### src/rtl/accum_bank_if.sv
// rtl/accum_bank_if.sv - command and dump-readout signal bundle for accum_bank
interface accum_bank_if #(
    parameter int WIDTH    = 8,
    parameter int CHANNELS = 4
);
    localparam int CW = $clog2(CHANNELS);

    logic             clr;
    logic             ld;
    logic             sub;
    logic             sat;
    logic [CW-1:0]    ch;
    logic [WIDTH-1:0] d;
    logic             dump;
    logic             ready;
    logic             q_valid;
    logic [CW-1:0]    q_ch;
    logic [WIDTH-1:0] q;
    logic             q_ovf;

    modport master (
        output clr, ld, sub, sat, ch, d, dump,
        input  ready, q_valid, q_ch, q, q_ovf
    );

    modport slave (
        input  clr, ld, sub, sat, ch, d, dump,
        output ready, q_valid, q_ch, q, q_ovf
    );
endinterface

### src/rtl/accum_bank.sv
// rtl/accum_bank.sv - bank of add/sub accumulators with sticky overflow and sequential read-and-clear dump
module accum_bank #(
    parameter int WIDTH    = 8,
    parameter int CHANNELS = 4
) (
    input  logic         clk,
    input  logic         rst_n,
    accum_bank_if.slave  bus
);
    localparam int            CW   = $clog2(CHANNELS);
    localparam logic [CW-1:0] LAST = CW'(CHANNELS - 1);
    localparam logic [CW:0]   NCH  = (CW + 1)'(CHANNELS);

    typedef enum logic {S_IDLE, S_DUMPING} state_t;

    state_t           state, state_n;
    logic [CW-1:0]    idx;
    logic [WIDTH-1:0] acc [CHANNELS];
    logic             ovf [CHANNELS];

    logic             ch_ok;
    logic             ld_go;
    logic [WIDTH-1:0] opnd;
    logic [WIDTH:0]   sum;
    logic [WIDTH-1:0] diff;
    logic             op_ovf;
    logic [WIDTH-1:0] op_res;

    // Operand fetch and add/subtract with overflow detect and optional clamping
    always_comb begin
        ch_ok  = ({1'b0, bus.ch} < NCH);
        opnd   = ch_ok ? acc[bus.ch] : '0;
        sum    = {1'b0, opnd} + {1'b0, bus.d};
        diff   = opnd - bus.d;
        op_ovf = 1'b0;
        op_res = '0;
        if (bus.sub) begin
            op_ovf = (bus.d > opnd);
            op_res = (op_ovf && bus.sat) ? '0 : diff;
        end else begin
            op_ovf = sum[WIDTH];
            op_res = (op_ovf && bus.sat) ? '1 : sum[WIDTH-1:0];
        end
        ld_go  = bus.ld && ch_ok && !bus.clr && (state == S_IDLE);
    end

    // Next-state selection and readout outputs, which are zero outside a dump
    always_comb begin
        state_n     = state;
        bus.ready   = (state == S_IDLE);
        bus.q_valid = (state == S_DUMPING);
        bus.q_ch    = '0;
        bus.q       = '0;
        bus.q_ovf   = 1'b0;
        if (state == S_DUMPING) begin
            bus.q_ch  = idx;
            bus.q     = acc[idx];
            bus.q_ovf = ovf[idx];
        end
        if (bus.clr) begin
            state_n = S_IDLE;
        end else begin
            case (state)
                S_IDLE:    if (bus.dump) state_n = S_DUMPING;
                S_DUMPING: if (idx == LAST) state_n = S_IDLE;
                default:   state_n = S_IDLE;
            endcase
        end
    end

    // State register
    always_ff @(posedge clk or negedge rst_n) begin
        if (!rst_n) state <= S_IDLE;
        else        state <= state_n;
    end

    // Accumulators, overflow flags and dump index; clear beats load, load lands before a dump starts
    always_ff @(posedge clk or negedge rst_n) begin
        if (!rst_n) begin
            idx <= '0;
            for (int i = 0; i < CHANNELS; i++) begin
                acc[i] <= '0;
                ovf[i] <= 1'b0;
            end
        end else if (bus.clr) begin
            idx <= '0;
            for (int i = 0; i < CHANNELS; i++) begin
                acc[i] <= '0;
                ovf[i] <= 1'b0;
            end
        end else if (state == S_IDLE) begin
            if (ld_go) begin
                acc[bus.ch] <= op_res;
                if (op_ovf) ovf[bus.ch] <= 1'b1;
            end
            if (bus.dump) idx <= '0;
        end else begin
            acc[idx] <= '0;
            ovf[idx] <= 1'b0;
            idx      <= (idx == LAST) ? '0 : idx + CW'(1);
        end
    end
endmodule

### src/flat_wrapper.sv
// flat-port wrapper written by rule: the top's interface ports become plain ports
module accum_bank_flat 
#(
    parameter int WIDTH    = 8,
    parameter int CHANNELS = 4
)
  (clk, rst_n, bus_clr, bus_ld, bus_sub, bus_sat, bus_ch, bus_d, bus_dump, bus_ready, bus_q_valid, bus_q_ch, bus_q, bus_q_ovf);
  accum_bank_if #(.WIDTH(WIDTH), .CHANNELS(CHANNELS)) bus_i ();
  input  logic clk;
  input  logic rst_n;
  input wire logic [$bits(bus_i.clr)-1:0] bus_clr;
  input wire logic [$bits(bus_i.ld)-1:0] bus_ld;
  input wire logic [$bits(bus_i.sub)-1:0] bus_sub;
  input wire logic [$bits(bus_i.sat)-1:0] bus_sat;
  input wire logic [$bits(bus_i.ch)-1:0] bus_ch;
  input wire logic [$bits(bus_i.d)-1:0] bus_d;
  input wire logic [$bits(bus_i.dump)-1:0] bus_dump;
  output wire logic [$bits(bus_i.ready)-1:0] bus_ready;
  output wire logic [$bits(bus_i.q_valid)-1:0] bus_q_valid;
  output wire logic [$bits(bus_i.q_ch)-1:0] bus_q_ch;
  output wire logic [$bits(bus_i.q)-1:0] bus_q;
  output wire logic [$bits(bus_i.q_ovf)-1:0] bus_q_ovf;
  assign bus_i.clr = bus_clr;
  assign bus_i.ld = bus_ld;
  assign bus_i.sub = bus_sub;
  assign bus_i.sat = bus_sat;
  assign bus_i.ch = bus_ch;
  assign bus_i.d = bus_d;
  assign bus_i.dump = bus_dump;
  assign bus_ready = bus_i.ready;
  assign bus_q_valid = bus_i.q_valid;
  assign bus_q_ch = bus_i.q_ch;
  assign bus_q = bus_i.q;
  assign bus_q_ovf = bus_i.q_ovf;
  accum_bank #(.WIDTH(WIDTH), .CHANNELS(CHANNELS)) u_core (.clk(clk), .rst_n(rst_n), .bus(bus_i));
endmodule
### config.mk
export PLATFORM = sky130hd
export DESIGN_NAME = accum_bank_flat
export DESIGN_NICKNAME = d
export VERILOG_FILES = /design/src/rtl/accum_bank_if.sv /design/src/rtl/accum_bank.sv /design/src/flat_wrapper.sv
export SDC_FILE = /design/constraint.sdc
export NUM_CORES = 1
export LEC_CHECK = 0
export CAP_MARGIN = 20
export CELL_PAD_IN_SITES_DETAIL_PLACEMENT = 1
export CELL_PAD_IN_SITES_GLOBAL_PLACEMENT = 2
export CORE_MARGIN = 2
export CORE_UTILIZATION = 44
export CTS_CLUSTER_DIAMETER = 30
export DETAILED_ROUTE_END_ITERATION = 8
export DONT_BUFFER_PORTS = 1
export PLACE_DENSITY = 0.9
export SYNTH_ARGS = -nofsm -noshare
export SYNTH_HDL_FRONTEND = slang
export SYNTH_SLANG_ARGS = --single-unit
### constraint.sdc
create_clock -name clk -period 8.85 [get_ports clk]
set_input_delay 0.4425 -clock clk [delete_from_list [all_inputs] [get_ports clk]]
set_output_delay 0.4425 -clock clk [all_outputs]
set_load 0.05 [all_outputs]
==> metrics.cfg, run 1 <==
[run_status]
run_status=completed

[clock_tree]
clockRootBuffer=clkbuf_8
worstSkewPairLatency_ns=0.30
clockBufferDepth=2
cts_sinks=39
clk_pin_slew_ns=0.08
numCtsBuffers=5
cts_tree=built
htree_levels=2

[sta]
hold_violations=0
rsz0062_at_grt=false
fin_setup_tns_ns=0
fin_crit_ns=3.38
period_share_pct=38.2
fin_skew_ns=0.00747
clock.fmax_ghz=0.296
finalSetupViolations=0
slew_headroom_pct=28.0
report.final.slew_viol_count=0
worst_pin_slew_ns=1.07

[detailed_routing]
vias=2540
wl_per_cell_um=22.6
drtIter0Drc=94
via_per_inst=6.63
drcViolationCount=0
drtPass1Iterations=4
routed_wl_mm=8.66
ant_nets=0

[grt]
grt_pass1_vias=2741
grt_usage_pct=24.5
antenna_found_initial=0
grt-ovfl-total=0
grt_start_max_net_pins=40
gr-max-usage-layer=met2
grt_pass1_wl_mm=14.2
use_met1_pct=32.6
met3_usage_pct=3.43
grt.met2_usage_pct=41.2

[power_and_ir_drop]
switchingPower_w=0.000128
ir_worst_vdd_mv=0.0907
seq_power_share_pct=43.9
power.density_mw_per_mm2=135
leakage_nw=1.47
p_sw_share_pct=29.5
internal-power_w=0.000307
combPwrFrac_pct=19.5
clockPowerShare_pct=36.7

[synthesis]
netlist_area_sq_mm=0.00302
synth-edff-count=0
synthArstFlopShare_pct=100
yosysSeqAreaShare_pct=32.4
ys.warnings.count=0
synthCells=306
ys_ff_latch=39
synth_fp_nets=346
ys.flop_type=dfrtp_1
yosysUniqueCellTypes=51
avgSynthCellArea_sq_um=9.85

[critical_path]
cp_data_required_time_ns=9.01
end_kind=flip-flop
arrival_ns=3.54
slowest_stage=mux4_2
cpMostUsedCell=inv_1
worst-r2r-setup-slack_ns=5.47
start_kind=flip-flop
r2r_start=u_core.acc[0]$_DFFE_PN0P_
r2r-end=u_core.acc[28]$_DFFE_PN0P_
crit_chain=mux4_2, inv_1, ha_1, inv_1, fa_1, a211oi_2, o2111ai_1, and2_1, a221o_1, a21oi_1, o21ai_1
path_max_fanout=9
critPathMaxStageDelay_ns=0.50
critPathKind=flip-flop to flip-flop
reg2regPathDepth=11

[die]
fp.dieH_um=86.8
chipWidth_um=86.8
rows=30
floorplan.initialDensity_pct=44.9
die_area_sq_mm=0.00753
io-pin-count=30
core_sq_mm=0.00672

[min_path]
hold_class=input pin to flip-flop
holdPathEnd=u_core.idx[1]$_DFFE_PN0P_
hold_path.startpoint=bus_clr
whs_path_depth=1

[placement]
place.gp.congestion=0.798
io_buffers=0
hpwl_mm=6.37
placed_area_sq_mm=0.00305

[layout]
final_net_count=342
regArea_sq_um=976
layout_common_cells=dfrtp_1, nand2_1, ha_1
drive_above_1_share_pct=12.2
final_core_util_pct=48.0
final_cell_area_sq_mm=0.00322
antenna-diode-count=0
n_fill_cell=786
syn_to_final_growth_pct=6.93
multi_input_area_sq_mm=0.00188
final_common_cell=dfrtp_1

[job]
cap_viol_max_count=0

[synth_stat cells (2+ instances only)]
cell / instances / area [sq um]
a211o_1: 2 / 17.5
a211oi_1: 2 / 15.0
a211oi_2: 3 / 37.5
a21boi_0: 3 / 22.5
a21o_1: 6 / 45.0
a21oi_1: 12 / 60.1
a221o_1: 3 / 30.0
a22o_1: 20 / 175
a31oi_1: 3 / 18.8
a32oi_1: 4 / 35.0
and2_1: 13 / 81.3
buf_1: 2 / 7.51
buf_2: 2 / 10.0
buf_6: 3 / 33.8
clkbuf_1: 10 / 37.5
dfrtp_1: 39 / 976
fa_1: 2 / 40.0
ha_1: 21 / 263
inv_1: 18 / 67.6
mux4_2: 17 / 383
nand2_1: 31 / 116
nand2b_1: 6 / 37.5
nand3_1: 5 / 25.0
nor2_1: 16 / 60.1
nor2b_1: 7 / 43.8
nor3_1: 9 / 45.0
o211ai_1: 2 / 15.0
o21ai_0: 12 / 60.1
o21ai_1: 4 / 20.0
o221ai_1: 4 / 35.0
o31a_1: 2 / 17.5
o31ai_1: 2 / 15.0
or3_1: 2 / 12.5
xnor2_1: 2 / 17.5
[cells by family after synthesis]
| group | Yosys count | share of synthesized area (%) |
|---|---|---|
| AND/OR/NAND/NOR | 94 | 15.1 |
| AO/OA/AOI/OAI | 95 | 23.7 |
| flip-flops | 39 | 32.4 |
| XOR/XNOR | 2 | 0.581 |
| adder cells (fa/ha/maj) | 23 | 10.0 |
| buffers and inverters | 35 | 5.19 |
| multiplexers | 18 | 13.0 |
[critical path, delay by kind of cell, from the launching register on]
kind | cells | cell delay [ns]
DFF | 1 | 0.40
adders and majority gates | 2 | 0.62
AOI/OAI and AO/OA | 5 | 1.31
and+or+nand+nor | 1 | 0.28
muxes | 1 | 0.50
buffers and inverters | 2 | 0.13
[power groups by stage]
stage               Sequential [W]  Clock (W)  Combinational [W]
floorplan                 0.000190          0          0.0000647
global placement          0.000196          0          0.0000735
detailed placement        0.000196          0          0.0000753
CTS                       0.000192   0.000159          0.0000809
global route              0.000192   0.000167          0.0000931
finish                    0.000191   0.000160          0.0000847
[layout make-up]
type | count | area share, %
multi-input combinational | 232 | 58.4
sequential | 39 | 30.3
tap | 80 | 3.10
clock buffer | 6 | 2.56
timing repair buffer | 6 | 2.48
inverter | 18 | 2.10
clock inverter | 2 | 1.09
[sequential cells by signal (all words and copies together), names as in the netlist]
signal / count
u_core.acc: 32
u_core.bus.q_valid: 1
u_core.idx: 2
u_core.ovf: 4
[what timing repair did]
item | 4_1_cts | 5_1_grt
resized for setup | 0 | 0
endpoints found under the hold margin | 39 | 0
setup buffers | 0 | 0
hold buffers | 2 | 0
setup endpoints to repair | 0 | 0
[how the worst max path moves through the flow]
stage | cells after the start | slack (ns) | from | to
2_1_floorplan | 13 | 5.46 | bus_ch[0] | u_core.acc[19]$_DFFE_PN0P_
3_3_place_gp | 11 | 5.53 | bus_ch[0] | u_core.acc[4]$_DFFE_PN0P_
3_5_place_dp | 11 | 5.44 | bus_ch[0] | u_core.acc[28]$_DFFE_PN0P_
4_1_cts | 11 | 5.48 | u_core.acc[0]$_DFFE_PN0P_ | u_core.acc[28]$_DFFE_PN0P_
5_1_grt | 11 | 5.25 | u_core.acc[0]$_DFFE_PN0P_ | u_core.acc[28]$_DFFE_PN0P_
6_report | 11 | 5.47 | u_core.acc[0]$_DFFE_PN0P_ | u_core.acc[28]$_DFFE_PN0P_
[per-layer routing]
layer | share of wire (%) | wire length (um)
met2 | 50 | 4360
met1 | 44 | 3830
met5 | 0 | 0
met3 | 3.5 | 307
met4 | 1.8 | 156
[per-stage QoR]
step	setup WS, ns	hold slack (ns)	total power [W]	instances
after global placement	5.53	0.148	0.000269	372
after CTS	5.48	0.196	0.000432	382
after global routing	5.25	0.189	0.000452	383
after floorplan	5.46	0.147	0.000255	306
final	5.47	0.197	0.000435	383
after detailed placement	5.44	0.148	0.000271	372
Note: power is estimated with default switching activity, not from simulation.
==> run 2: changes to the inputs <==
CORE_UTILIZATION = 41   (was 44)
PLACE_DENSITY = 0.85   (was 0.9)
clock period = 3.4 ns   (was 8.85 ns; I/O delays follow)
==> metrics.cfg, run 2 (synthesis results as in run 1) <==
[run_status]
run_status=completed

[detailed_routing]
drtIter0Drc=147
ant_nets=0
vias=2516
drcViolationCount=0
via_per_inst=6.18
drtPass1Iterations=4
wl_per_cell_um=21.6
routed_wl_mm=8.78

[grt]
grt_usage_pct=22.5
use_met1_pct=31.0
met3_usage_pct=2.85
grt_pass1_vias=2618
grt-ovfl-total=0
antenna_found_initial=0
grt_start_max_net_pins=40
grt.met2_usage_pct=37.6
grt_pass1_wl_mm=14.4
gr-max-usage-layer=met2

[clock_tree]
worstSkewPairLatency_ns=0.29
clockBufferDepth=2
numCtsBuffers=5
clk_pin_slew_ns=0.07
clockRootBuffer=clkbuf_8
htree_levels=2
cts_sinks=39
cts_tree=built

[critical_path]
worst-r2r-setup-slack_ns=0.18
critPathMaxStageDelay_ns=0.51
critical_path_buf_inv_count=2
critical_path.top_delay_family=compound AO/OA/AOI/OAI gates
critPathKind=flip-flop to flip-flop
arrival_ns=3.40
end_kind=flip-flop
path_max_fanout=9
cp_data_required_time_ns=3.58
slowest_stage=mux4_2
start_kind=flip-flop
cpMostUsedCell=inv_1
crit_chain=mux4_2, inv_1, ha_1, inv_1, fa_1, a211oi_2, o2111ai_1, and2_1, a221o_1, a21o_1, a22o_1

[layout]
largest-register=u_core.acc
antenna-diode-count=0
final_common_cell=dfrtp_1
biggestRegsByFlops=u_core.acc x32, u_core.ovf x4, u_core.idx x2
final_net_count=349
layout_common_cells=dfrtp_1, nand2_1, ha_1
largest_register_ffs=32
drive_above_1_share_pct=13.3
syn_to_final_growth_pct=7.51

[power_and_ir_drop]
combPwrFrac_pct=21.9
p_sw_share_pct=30.8
seq_power_share_pct=49.1
leakage_nw=1.47
internal-power_w=0.000701
power.total_w=0.00101
clockPowerShare_pct=29.0
ir_worst_vdd_mv=0.171
switchingPower_w=0.000313
power.density_mw_per_mm2=313

[job]
cap_viol_max_count=0

[min_path]
hold_class=input pin to flip-flop

[die]
io-pin-count=30
chipWidth_um=89.8
rows=31
core_sq_mm=0.00718
die_area_sq_mm=0.00806
fp.dieH_um=89.8
floorplan.initialDensity_pct=42.0

[sta]
rsz0062_at_grt=false
period_share_pct=94.8
slew_headroom_pct=46.6
fin_setup_tns_ns=0
clock.fmax_ghz=0.310
fin_skew_ns=0.00441
hold_violations=0
fin_crit_ns=3.22
finalSetupViolations=0
worst_pin_slew_ns=0.800
report.final.slew_viol_count=0

[placement]
hpwl_mm=6.54
io_buffers=0
place.gp.congestion=0.849

[run 2: area by class of cell]
class	instances	area (sq um)
Tap cell	99	124
Sequential cell	39	976
Multi-Input combinational cell	232	1890
Fill cell	833	3930
Clock buffer	6	72.6
Inverter	18	67.6
Timing Repair Buffer	13	115
[run 2: through the flow]
step	hold slack, ns	worst slack, ns	cell area (sq um)	utilization (%)	instances
after floorplan	-0.126	0.285	3020	-	306
after global placement	-0.125	0.282	3130	43.6	398
after detailed placement	-0.125	0.168	3130	43.6	398
after CTS	0.0447	0.155	3240	45.1	407
after global routing	0.0829	0.0154	3240	45.2	407
final	0.0458	0.178	3240	45.2	407
[run 2: power groups by stage]
stage | Combinational, W | Clock, W | Sequential [W]
finish | 0.000221 | 0.000294 | 0.000497
global route | 0.000244 | 0.000318 | 0.000500
CTS | 0.000221 | 0.000299 | 0.000497
detailed placement | 0.000205 | 0 | 0.000506
global placement | 0.000202 | 0 | 0.000505
floorplan | 0.000168 | 0 | 0.000496
[run 2: path summary, 6_finish.rpt]
kind	startpoint	cells after the start	to
setup / recovery	u_core.acc[0]$_DFFE_PN0P_	11	u_core.acc[19]$_DFFE_PN0P_
hold / removal	bus_dump	2	u_core.bus.q_valid$_DFF_PN0_
setup reg to reg	u_core.acc[0]$_DFFE_PN0P_	11	u_core.acc[19]$_DFFE_PN0P_
hold reg to reg	u_core.acc[23]$_DFFE_PN0P_	2	u_core.acc[23]$_DFFE_PN0P_
max in group asynchronous	rst_n	2	u_core.acc[29]$_DFFE_PN0P_
min in group asynchronous	rst_n	2	u_core.acc[16]$_DFFE_PN0P_
[run 2: per-layer routing]
| metal | vias up | part of all wire, % |
|---|---|---|
| met1 | 1307 | 45 |
| li1 | 1142 | - |
| met3 | 12 | 3.6 |
| met2 | 55 | 49 |
| met4 | 0 | 1.8 |
| met5 | - | 0 |
[run 2: repair_timing]
action                                  CTS  global route
endpoints found under the hold margin    42             0
hold buffers                              3             0
endpoints found under the setup margin    0             2
gates resized for setup                   0             1
setup buffers                             0             0
[run 2: worst register-to-register path: stages, from the launching register on]
cell       delay, ns
dfrtp_1         0.40
mux4_2          0.51
inv_1           0.08
ha_1            0.17
inv_1           0.06
fa_1            0.43
a211oi_2        0.23
o2111ai_1       0.14
and2_1          0.27
a221o_1         0.39
a21o_1          0.22
a22o_1          0.23
